$ cat config.mk
export PLATFORM = sky130hd
export DESIGN_NAME = otl_axi_master
export DESIGN_NICKNAME = d
export VERILOG_FILES = /design/src/rtl/otl_axi_pkg.sv /design/src/rtl/otl_axi_master_wdog.sv /design/src/rtl/otl_axi_master.sv
export SDC_FILE = /design/constraint.sdc
export NUM_CORES = 1
export LEC_CHECK = 0
export ABC_AREA = 1
export CAP_MARGIN = 20
export CORE_MARGIN = 4
export CORE_UTILIZATION = 28
export CTS_CLUSTER_SIZE = 40
export DETAILED_ROUTE_END_ITERATION = 10
export SYNTH_ARGS = -nofsm -noshare
export SYNTH_HDL_FRONTEND = slang
export SYNTH_SLANG_ARGS = --single-unit
$ cat constraint.sdc
create_clock -name m_axi_aclk -period 1.8 [get_ports m_axi_aclk]
set_input_delay 0.36 -clock m_axi_aclk [delete_from_list [all_inputs] [get_ports m_axi_aclk]]
set_output_delay 0.36 -clock m_axi_aclk [all_outputs]
set_load 0.05 [all_outputs]
$ cat src/rtl/otl_axi_pkg.sv
// Shared constants and FSM encoding for the OTL AXI4-Lite master bridge.
package otl_axi_pkg;

  localparam logic [1:0] RESP_OKAY   = 2'b00;
  localparam logic [1:0] RESP_EXOKAY = 2'b01;
  localparam logic [1:0] RESP_SLVERR = 2'b10;
  localparam logic [1:0] RESP_DECERR = 2'b11;

  localparam logic [2:0] PROT_DEFAULT = 3'b000;

  typedef enum logic [2:0] {
    IDLE  = 3'd0,
    WR    = 3'd1,
    WR_B  = 3'd2,
    RD_A  = 3'd3,
    RD_R  = 3'd4,
    RSP   = 3'd5,
    DRAIN = 3'd6
  } state_t;

endpackage

$ cat src/rtl/otl_axi_master_wdog.sv
// Response wait counter: cleared on state entry, counts while enabled, flags expiry at TIMEOUT-1.
module otl_axi_master_wdog #(
  parameter int unsigned TIMEOUT = 1024
) (
  input  logic clk,
  input  logic rst,
  input  logic clear,
  input  logic enable,
  output logic expire
);

  localparam int unsigned CW = (TIMEOUT > 2) ? $clog2(TIMEOUT) : 1;

  logic [CW-1:0] cnt;

  always_ff @(posedge clk) begin
    if (rst || clear) begin
      cnt <= '0;
    end else if (enable && !expire) begin
      cnt <= cnt + CW'(1);
    end
  end

  assign expire = enable && (cnt == CW'(TIMEOUT - 1));

endmodule

$ cat src/rtl/otl_axi_master.sv
// AXI4-Lite master bridge: one local read/write command becomes one AXI4-Lite transaction.
// Optional response timeout with drain of the late beat: define OTL_AXI_MASTER_TIMEOUT_EN.
module otl_axi_master
  import otl_axi_pkg::*;
#(
  parameter int unsigned ADDRW   = 32,
  parameter int unsigned DATAW   = 32,
  parameter logic [2:0]  PROT    = PROT_DEFAULT,
  parameter int unsigned TIMEOUT = 1024
) (
  input  logic               m_axi_aclk,
  input  logic               m_axi_areset,
  input  logic               cmd_valid,
  output logic               cmd_ready,
  input  logic               cmd_write,
  input  logic [ADDRW-1:0]   cmd_addr,
  input  logic [DATAW-1:0]   cmd_wdata,
  input  logic [DATAW/8-1:0] cmd_wstrb,
  output logic               rsp_valid,
  input  logic               rsp_ready,
  output logic               rsp_write,
  output logic [DATAW-1:0]   rsp_rdata,
  output logic [1:0]         rsp_resp,
  output logic [ADDRW-1:0]   m_axi_awaddr,
  output logic [2:0]         m_axi_awprot,
  output logic               m_axi_awvalid,
  input  logic               m_axi_awready,
  output logic [DATAW-1:0]   m_axi_wdata,
  output logic [DATAW/8-1:0] m_axi_wstrb,
  output logic               m_axi_wvalid,
  input  logic               m_axi_wready,
  input  logic [1:0]         m_axi_bresp,
  input  logic               m_axi_bvalid,
  output logic               m_axi_bready,
  output logic [ADDRW-1:0]   m_axi_araddr,
  output logic [2:0]         m_axi_arprot,
  output logic               m_axi_arvalid,
  input  logic               m_axi_arready,
  input  logic [DATAW-1:0]   m_axi_rdata,
  input  logic [1:0]         m_axi_rresp,
  input  logic               m_axi_rvalid,
  output logic               m_axi_rready
);

  localparam int unsigned STRBW = DATAW / 8;

  if ((DATAW != 32 && DATAW != 64) || TIMEOUT < 2) begin : g_param_check
    $error("otl_axi_master: DATAW must be 32 or 64 and TIMEOUT at least 2");
  end

  state_t             state, state_nxt;
  logic [ADDRW-1:0]   addr, addr_nxt;
  logic [DATAW-1:0]   wdata, wdata_nxt;
  logic [STRBW-1:0]   wstrb, wstrb_nxt;
  logic               awvalid, awvalid_nxt;
  logic               wvalid, wvalid_nxt;
  logic               bready, bready_nxt;
  logic               arvalid, arvalid_nxt;
  logic               rready, rready_nxt;
  logic               aw_done, aw_done_nxt;
  logic               w_done, w_done_nxt;
  logic               rsp_valid_r, rsp_valid_nxt;
  logic               rsp_write_r, rsp_write_nxt;
  logic [DATAW-1:0]   rsp_rdata_r, rsp_rdata_nxt;
  logic [1:0]         rsp_resp_r, rsp_resp_nxt;
  logic               aw_hs, w_hs;

  assign aw_hs = awvalid & m_axi_awready;
  assign w_hs  = wvalid & m_axi_wready;

`ifdef OTL_AXI_MASTER_TIMEOUT_EN
  logic drain_pend, drain_pend_nxt;
  logic expire;
  logic late_beat;

  assign late_beat = (bready & m_axi_bvalid) | (rready & m_axi_rvalid);

  otl_axi_master_wdog #(
    .TIMEOUT (TIMEOUT)
  ) u_wdog (
    .clk    (m_axi_aclk),
    .rst    (m_axi_areset),
    .clear  (state_nxt != state),
    .enable ((state == WR_B) || (state == RD_R)),
    .expire (expire)
  );
`endif

  // Next-state and next-register values
  always_comb begin
    state_nxt     = state;
    addr_nxt      = addr;
    wdata_nxt     = wdata;
    wstrb_nxt     = wstrb;
    awvalid_nxt   = awvalid;
    wvalid_nxt    = wvalid;
    bready_nxt    = bready;
    arvalid_nxt   = arvalid;
    rready_nxt    = rready;
    aw_done_nxt   = aw_done;
    w_done_nxt    = w_done;
    rsp_valid_nxt = rsp_valid_r;
    rsp_write_nxt = rsp_write_r;
    rsp_rdata_nxt = rsp_rdata_r;
    rsp_resp_nxt  = rsp_resp_r;
`ifdef OTL_AXI_MASTER_TIMEOUT_EN
    drain_pend_nxt = drain_pend;
`endif

    case (state)
      IDLE: begin
        if (cmd_valid) begin
          addr_nxt      = cmd_addr;
          wdata_nxt     = cmd_wdata;
          wstrb_nxt     = cmd_wstrb;
          rsp_write_nxt = cmd_write;
          if (cmd_write) begin
            awvalid_nxt = 1'b1;
            wvalid_nxt  = 1'b1;
            aw_done_nxt = 1'b0;
            w_done_nxt  = 1'b0;
            state_nxt   = WR;
          end else begin
            arvalid_nxt = 1'b1;
            state_nxt   = RD_A;
          end
        end
      end

      // AW and W finish independently; B is only requested once both are in
      WR: begin
        if (aw_hs) awvalid_nxt = 1'b0;
        if (w_hs)  wvalid_nxt  = 1'b0;
        if ((aw_done | aw_hs) & (w_done | w_hs)) begin
          aw_done_nxt = 1'b0;
          w_done_nxt  = 1'b0;
          bready_nxt  = 1'b1;
          state_nxt   = WR_B;
        end else begin
          aw_done_nxt = aw_done | aw_hs;
          w_done_nxt  = w_done | w_hs;
        end
      end

      WR_B: begin
        if (m_axi_bvalid) begin
          rsp_resp_nxt  = m_axi_bresp;
          rsp_rdata_nxt = '0;
          bready_nxt    = 1'b0;
          rsp_valid_nxt = 1'b1;
          state_nxt     = RSP;
        end
`ifdef OTL_AXI_MASTER_TIMEOUT_EN
        else if (expire) begin
          rsp_resp_nxt   = RESP_DECERR;
          rsp_rdata_nxt  = '0;
          rsp_valid_nxt  = 1'b1;
          drain_pend_nxt = 1'b1;
          state_nxt      = RSP;
        end
`endif
      end

      RD_A: begin
        if (m_axi_arready) begin
          arvalid_nxt = 1'b0;
          rready_nxt  = 1'b1;
          state_nxt   = RD_R;
        end
      end

      RD_R: begin
        if (m_axi_rvalid) begin
          rsp_resp_nxt  = m_axi_rresp;
          rsp_rdata_nxt = m_axi_rdata;
          rready_nxt    = 1'b0;
          rsp_valid_nxt = 1'b1;
          state_nxt     = RSP;
        end
`ifdef OTL_AXI_MASTER_TIMEOUT_EN
        else if (expire) begin
          rsp_resp_nxt   = RESP_DECERR;
          rsp_rdata_nxt  = '0;
          rsp_valid_nxt  = 1'b1;
          drain_pend_nxt = 1'b1;
          state_nxt      = RSP;
        end
`endif
      end

      RSP: begin
`ifdef OTL_AXI_MASTER_TIMEOUT_EN
        // A late beat may land while the timeout response is still pending
        if (drain_pend && late_beat) begin
          bready_nxt     = 1'b0;
          rready_nxt     = 1'b0;
          drain_pend_nxt = 1'b0;
        end
`endif
        if (rsp_ready) begin
          rsp_valid_nxt = 1'b0;
          state_nxt     = IDLE;
`ifdef OTL_AXI_MASTER_TIMEOUT_EN
          if (drain_pend_nxt) state_nxt = DRAIN;
`endif
        end
      end

`ifdef OTL_AXI_MASTER_TIMEOUT_EN
      DRAIN: begin
        if (late_beat) begin
          bready_nxt     = 1'b0;
          rready_nxt     = 1'b0;
          drain_pend_nxt = 1'b0;
          state_nxt      = IDLE;
        end
      end
`endif

      default: state_nxt = IDLE;
    endcase
  end

  always_ff @(posedge m_axi_aclk) begin
    if (m_axi_areset) begin
      state       <= IDLE;
      addr        <= '0;
      wdata       <= '0;
      wstrb       <= '0;
      awvalid     <= 1'b0;
      wvalid      <= 1'b0;
      bready      <= 1'b0;
      arvalid     <= 1'b0;
      rready      <= 1'b0;
      aw_done     <= 1'b0;
      w_done      <= 1'b0;
      rsp_valid_r <= 1'b0;
      rsp_write_r <= 1'b0;
      rsp_rdata_r <= '0;
      rsp_resp_r  <= '0;
`ifdef OTL_AXI_MASTER_TIMEOUT_EN
      drain_pend  <= 1'b0;
`endif
    end else begin
      state       <= state_nxt;
      addr        <= addr_nxt;
      wdata       <= wdata_nxt;
      wstrb       <= wstrb_nxt;
      awvalid     <= awvalid_nxt;
      wvalid      <= wvalid_nxt;
      bready      <= bready_nxt;
      arvalid     <= arvalid_nxt;
      rready      <= rready_nxt;
      aw_done     <= aw_done_nxt;
      w_done      <= w_done_nxt;
      rsp_valid_r <= rsp_valid_nxt;
      rsp_write_r <= rsp_write_nxt;
      rsp_rdata_r <= rsp_rdata_nxt;
      rsp_resp_r  <= rsp_resp_nxt;
`ifdef OTL_AXI_MASTER_TIMEOUT_EN
      drain_pend  <= drain_pend_nxt;
`endif
    end
  end

  assign cmd_ready     = (state == IDLE) & ~m_axi_areset;
  assign rsp_valid     = rsp_valid_r;
  assign rsp_write     = rsp_write_r;
  assign rsp_rdata     = rsp_rdata_r;
  assign rsp_resp      = rsp_resp_r;
  assign m_axi_awaddr  = addr;
  assign m_axi_awprot  = PROT;
  assign m_axi_awvalid = awvalid;
  assign m_axi_wdata   = wdata;
  assign m_axi_wstrb   = wstrb;
  assign m_axi_wvalid  = wvalid;
  assign m_axi_bready  = bready;
  assign m_axi_araddr  = addr;
  assign m_axi_arprot  = PROT;
  assign m_axi_arvalid = arvalid;
  assign m_axi_rready  = rready;

endmodule

==> results of run 1 <==
[registers in the layout, indices dropped and copies added, names as in the netlist, 2 cells and up]
register and count:
m_axi_araddr 32, m_axi_wdata 32, m_axi_wstrb 4, rsp_rdata 32, rsp_resp 2, state 3
[worst reg2reg max path: stages, from the launching register on]
cell	delay, ns
dfxtp_1	0.46
nor2_4	0.06
buf_4	0.16
nand2_1	0.10
nand2_1	0.08
inv_2	0.08
nor2_4	0.05
inv_6	0.23
nand2_1	0.11
a21oi_1	0.13
[through the flow]
stage	instance area (um2)	std cells	total power [W]	worst slack [ns]	utilization, %
4_1_cts	7360	1042	0.0136	0.0528	46.3
5_1_grt	7360	1042	0.0142	0.0301	46.4
3_3_place_gp	6710	1009	0.00987	0.115	42.2
3_5_place_dp	6710	1009	0.00987	0.0926	42.2
6_report	7360	1042	0.0134	0.127	46.4
2_1_floorplan	4560	597	0.00815	0.142	-
[cell usage after synthesis]
cell type,count,area (um2)
a21oi_1,36,180
a21oi_2,8,70.1
a31oi_1,1,6.26
buf_1,1,3.75
buf_2,14,70.1
buf_4,40,300
buf_6,4,45.0
clkbuf_1,12,45.0
conb_1,1,3.75
dfxtp_1,114,2280
inv_1,12,45.0
inv_2,4,15.0
inv_6,1,8.76
nand2_1,89,334
nand2_2,9,56.3
nand3_1,9,45.0
nand3_2,1,10.0
nand3b_1,1,7.51
nand4_1,3,18.8
nor2_1,151,567
nor2_2,2,12.5
nor2_4,3,33.8
nor3_1,1,5.00
o21ai_0,75,375
[what timing repair did]
item                       CTS  global route
setup endpoints to repair    1             1
resized for setup            0             2
pin swaps                    1             0
setup buffers                1             0
[report_power, final]
part / leakage, nW / internal [W] / switching, W / total [W]
Combinational: 2.04 / 0.00185 / 0.00441 / 0.00626
Sequential: 0.935 / 0.00314 / 0.000389 / 0.00353
Clock: 0.296 / 0.00237 / 0.00127 / 0.00364
[routing by layer]
metal	wire length, um	GRT usage (%)	vias to the layer above
li1	-	-	2292
met1	5920	19.0	1943
met2	6570	23.4	161
met3	1210	6.05	20
met4	335	5.94	0
met5	0	0	-
[cells by family (layout without fill, tap and decap cells)]
family	count (synthesis)	count (layout)	share of synthesized area [%]
AOI/OAI and AO/OA	120	120	13.9
buffers and inverters	88	317	11.7
DFF	114	114	50.3
other	1	6	0.0826
and+or+nand+nor	269	269	24.0
[how the worst max path moves through the flow]
stage | depth (start not counted) | slack, ns | to
floorplan | 2 | 0.14 | cmd_ready
global placement | 9 | 0.12 | state[1]
detailed placement | 7 | 0.09 | rsp_rdata[22]
CTS | 4 | 0.05 | cmd_ready
global route | 4 | 0.03 | cmd_ready
finish | 4 | 0.13 | cmd_ready
[cell type report]
class / instances / area [um2]
Fill cell: 1598 / 8520
Clock inverter: 14 / 201
Timing Repair Buffer: 268 / 2360
Sequential cell: 114 / 2280
Multi-Input combinational cell: 395 / 1740
Tap cell: 216 / 270
Inverter: 17 / 68.8
Clock buffer: 18 / 439
==> results.md, run 1 <==
- Starting Density: ~29%
- Commonest non-fill, non-tap cell in the layout: nor2_1
- Largest net degree at the start of global routing: slightly below 80
- Detailed Routing Iterations Pass 1: 4
- Total GRT Usage: about 15%
- Clk Latency, worst-skew pair: ~0.41 ns
- Final setup violation count: 0
- Post-synth cell types: 24
- Die height: 135 um
- CP cell instances: nor2_4 > nand2_2 > nor2_1 > buf_6
- Final min period: 1.67 ns
- Vias: 4416
- RR Endpoint: rsp_rdata[6]
- Num CTS Buffers: 17
- CP top delay family: flip-flops
- R2R setup slack: 0.29 ns
- Row count: 46
- Layout net count: 927
- Worst hold endpoint: rsp_rdata[5]
- Final Cycle Share: slightly above 90%
- WL per Instance: about 13 um
- RSZ-0062 raised after global routing: no
- RR Startpoint: state[0]
- Final setup TNS: 0 ns
- Max incr delay on CP: 0.37 ns
- DR vias/cell: 4.24
- Critical Path Start Type: register
- Max clock buf depth: 2
- Worst Path Buf+Inv: 1
- N_diodes: 0
- Routability cong.: 0.758
- FF-to-FF path depth: 9
- Hold slack: 0.307 ns
- Min-delay worst type: primary input to register
- Leak: 3.27 nW
- Slowest stage cell, crit path: dfxtp_1
- Root buffer cell: clkbuf_16
- Dpl hpwl: 9.85 mm
- Area growth, synth to finish: 62.2%
- Clock Pin Slew Worst Setup and Hold Paths: 0.06 ns
- CP endpoint kind: output pin
- Mean post-synth cell area: 7.67 um2
- Status: completed
- Ys Warns: 0
- Vias in the first global route: 4207
- Final ANT Viol Nets: 0
- DIE WIDTH: between 100 and 150 um
- Arr. time, crit path: 1.31 ns
- Die area: about 18000 um2
- Final Max Slew Viols: 0
- IO Port Bufs: 255
- First-pass GRT wire length: 22.1 mm
- # DRC: 0
- CP startpoint: state[0]
- Critical path peak fanout: 6
- Worst vdd ir: a little under 0.0009 V
- Routed WL: ~14 mm
- Share of layout cells above drive strength 1: around a quarter
- Initial antenna violation count: 0
- Remaining global-route overflow: 0
- Mapped Cells: about 590
- Hold_sp: m_axi_areset
- #FFs+latches synth: 114
- H-tree depth: 4
- Drt first-iter violations: about 180
- Critical path class: register to output pin
- Max Fclk: 598 MHz
- Critical path required time: 1.44 ns
- Hold Buf Count CTS: 0
- Max_cap viols: 0
- PwrDens: 1820 nW/um2
- Final Hold Vio Count: 0
- Synth Cell Area: between 4000 and 5000 um2
- # clock sinks: between 100 and 150
- Core ar.: 15900 um2
- Max Clock Skew: 0.00413 ns
- Sequential element share of the synthesized area: around 50%
- # IOs: 262
- CTS tree: done
- Most frequent cells in the layout: nor2_1, buf_4, dfxtp_1
- WHS Path Cells: 2
No activity file was read; power rests on OpenSTA's default activity.
==> run 2: changes to the inputs <==
clock period = 2 ns   (was 1.8 ns; I/O delays follow)
==> run 2 against run 1 <==
  * Sequential share of layout area is 1.6 points lower
  * Sequential power is 10% lower
  * Cell count is 0.48% lower
  * Register-to-register slack better by 0.14 ns
  * Critical endpoint is now m_axi_araddr[16]
==> results.md, run 2 (synthesis gave the netlist of run 1 again) <==
- Drt first-iter violations: 198 (+8.8%)
- Final Hold Vio Count: 0 (unchanged)
- Placed Instance Area: 7000 um2 (+4.3%)
- CTS tree: done
- Most frequent cells in the layout: nor2_1, clkdlybuf4s50_1, dfxtp_1
- Final ANT Viol Nets: 0 (unchanged)
- Worst vdd ir: 0.000753 V (-16%)
- Total GRT Usage: 15.7% (+0.57 points)
- Remaining global-route overflow: 0 (unchanged)
- FF-to-FF path depth: 8 (-1)
- Final Cycle Share: 98.1%
- Layout net count: 922 (-0.54%)
- Area growth, synth to finish: 70.7%
- Status: completed
- Worst hold endpoint: rsp_valid
- Critical path required time: 1.60 ns (+0.16 ns)
- Initial antenna violation count: 0 (unchanged)
- Starting Density: 28.6% (unchanged)
- Clock Pin Slew Worst Setup and Hold Paths: 0.06 ns (about the same)
- Max clock buf depth: 2 (unchanged)
- Worst-margin pin slew: 0.552 ns
- Final min period: between 1.5 and 2 ns
- Root buffer cell: clkbuf_16
- Die height: 135 um (unchanged)
- Worst rel slew slack: about 63%
- Final setup violation count: 0 (unchanged)
- Min-delay worst type: primary input to register
- H-tree depth: 4 (unchanged)
- WHS Path Cells: 2 (unchanged)
- CP cell instances: clkdlybuf4s50_1
- Core ar.: 15900 um2 (unchanged)
- Num CTS Buffers: 17 (unchanged)
- Share of layout cells above drive strength 1: 10.1% (-16 points)
- Slowest stage cell, crit path: clkdlybuf4s50_1
- DR vias/cell: 4.26 (+0.48%)
- CP endpoint kind: output pin
- PwrDens: 1540 nW/um2 (-16%)
- RR Endpoint: rsp_rdata[8]
- Final Max Slew Viols: 0 (unchanged)
- Die area: 18300 um2 (unchanged)
- Critical Path Start Type: register
- Dpl hpwl: 10.3 mm (+4.8%)
- WL per Instance: 14.2 um (+5.1%)
- # DRC: 0 (unchanged)
- # IOs: 262 (unchanged)
- Vias in the first global route: 4414 (+4.9%)
- Max incr delay on CP: 0.81 ns (+0.44 ns)
- Leak: 4.26 nW (+30%)
- CP startpoint: m_axi_araddr[16]
- RSZ-0062 raised after global routing: no
- Fillers: 1572 (-1.6%)
- Routability cong.: 0.739 (-2.4%)
- Vias: 4416 (unchanged)
- R2R setup slack: 0.43 ns (+0.14 ns)
- Critical path class: register to output pin
- Hold_sp: m_axi_areset
- First-pass GRT wire length: 22.8 mm (+3.3%)
- N_diodes: 0 (unchanged)
- DIE WIDTH: 135 um (unchanged)
- Largest net degree at the start of global routing: 58 (-25%)
- Max Fclk: approximately 500 MHz
- Row count: 46 (unchanged)
- Max Clock Skew: 0.00629 ns (+0.00216 ns)
- Detailed Routing Iterations Pass 1: 4 (unchanged)
- Worst Path Buf+Inv: 1 (unchanged)
- Commonest non-fill, non-tap cell in the layout: nor2_1
- Critical path peak fanout: 3 (-3)
- CP top delay family: buffers and inverters
- Final setup TNS: 0 ns (unchanged)
- Arr. time, crit path: 1.56 ns (+0.25 ns)
- Max_cap viols: 0 (unchanged)
- Clk Latency, worst-skew pair: 0.41 ns (about the same)
- Routed WL: 14.7 mm (+4.6%)
- Final Util: 48.8% (+2.4 points)
- # clock sinks: 114 (unchanged)
- IO Port Bufs: 255 (unchanged)
- Post-route cell area: 7750 um2 (+5.3%)
- Hold Buf Count CTS: 0 (unchanged)
- RR Startpoint: state[2]
==> run 2: power breakdown <==
| group | internal, W | leakage [nW] | switching (W) |
|---|---|---|---|
| Clock | 0.00203 | 0.300 | 0.00111 |
| Sequential | 0.00282 | 0.934 | 0.000336 |
| Combinational | 0.00165 | 3.02 | 0.00397 |
==> run 2: repair_timing <==
| action | 4_1_cts | 5_1_grt |
|---|---|---|
| resized for setup | 28 | 69 |
| endpoints found under the setup margin | 33 | 71 |
| buffers inserted | 0 | 0 |
==> run 2: worst max-delay path by stage <==
stage          slack [ns]  cells past startpoint               end
2_1_floorplan        0.26                      2         cmd_ready
3_3_place_gp         0.24                      8          state[2]
3_5_place_dp         0.20                      8          state[2]
4_1_cts             0.001                      1   m_axi_awaddr[3]
5_1_grt            0.0005                      1      rsp_rdata[9]
6_report             0.04                      1  m_axi_araddr[16]
==> run 2: metrics by stage <==
step | setup slack (ns) | hold slack [ns] | instances | total power [W]
after floorplan | 0.262 | 0.439 | 597 | 0.00733
after global placement | 0.238 | 0.447 | 1005 | 0.00903
after detailed placement | 0.195 | 0.451 | 1005 | 0.00903
after CTS | 0.00144 | 0.345 | 1037 | 0.0121
after global routing | 0.000466 | 0.360 | 1037 | 0.0125
final | 0.0387 | 0.361 | 1037 | 0.0119
==> run 2: metal layers <==
layer	track usage, %	share of wire, %	up-vias
li1	-	-	2280
met1	19.3	42	1939
met2	24.7	46	168
met3	6.20	9.3	29
met4	6.49	2.7	0
met5	0	0	-
==> run 2: cell type report <==
class	count	area (um2)	area share, %
Timing Repair Buffer	263	2770	35.8
Sequential cell	114	2280	29.4
Multi-Input combinational cell	395	1740	22.5
Clock buffer	20	457	5.89
Tap cell	216	270	3.49
Clock inverter	12	156	2.02
Inverter	17	68.8	0.888
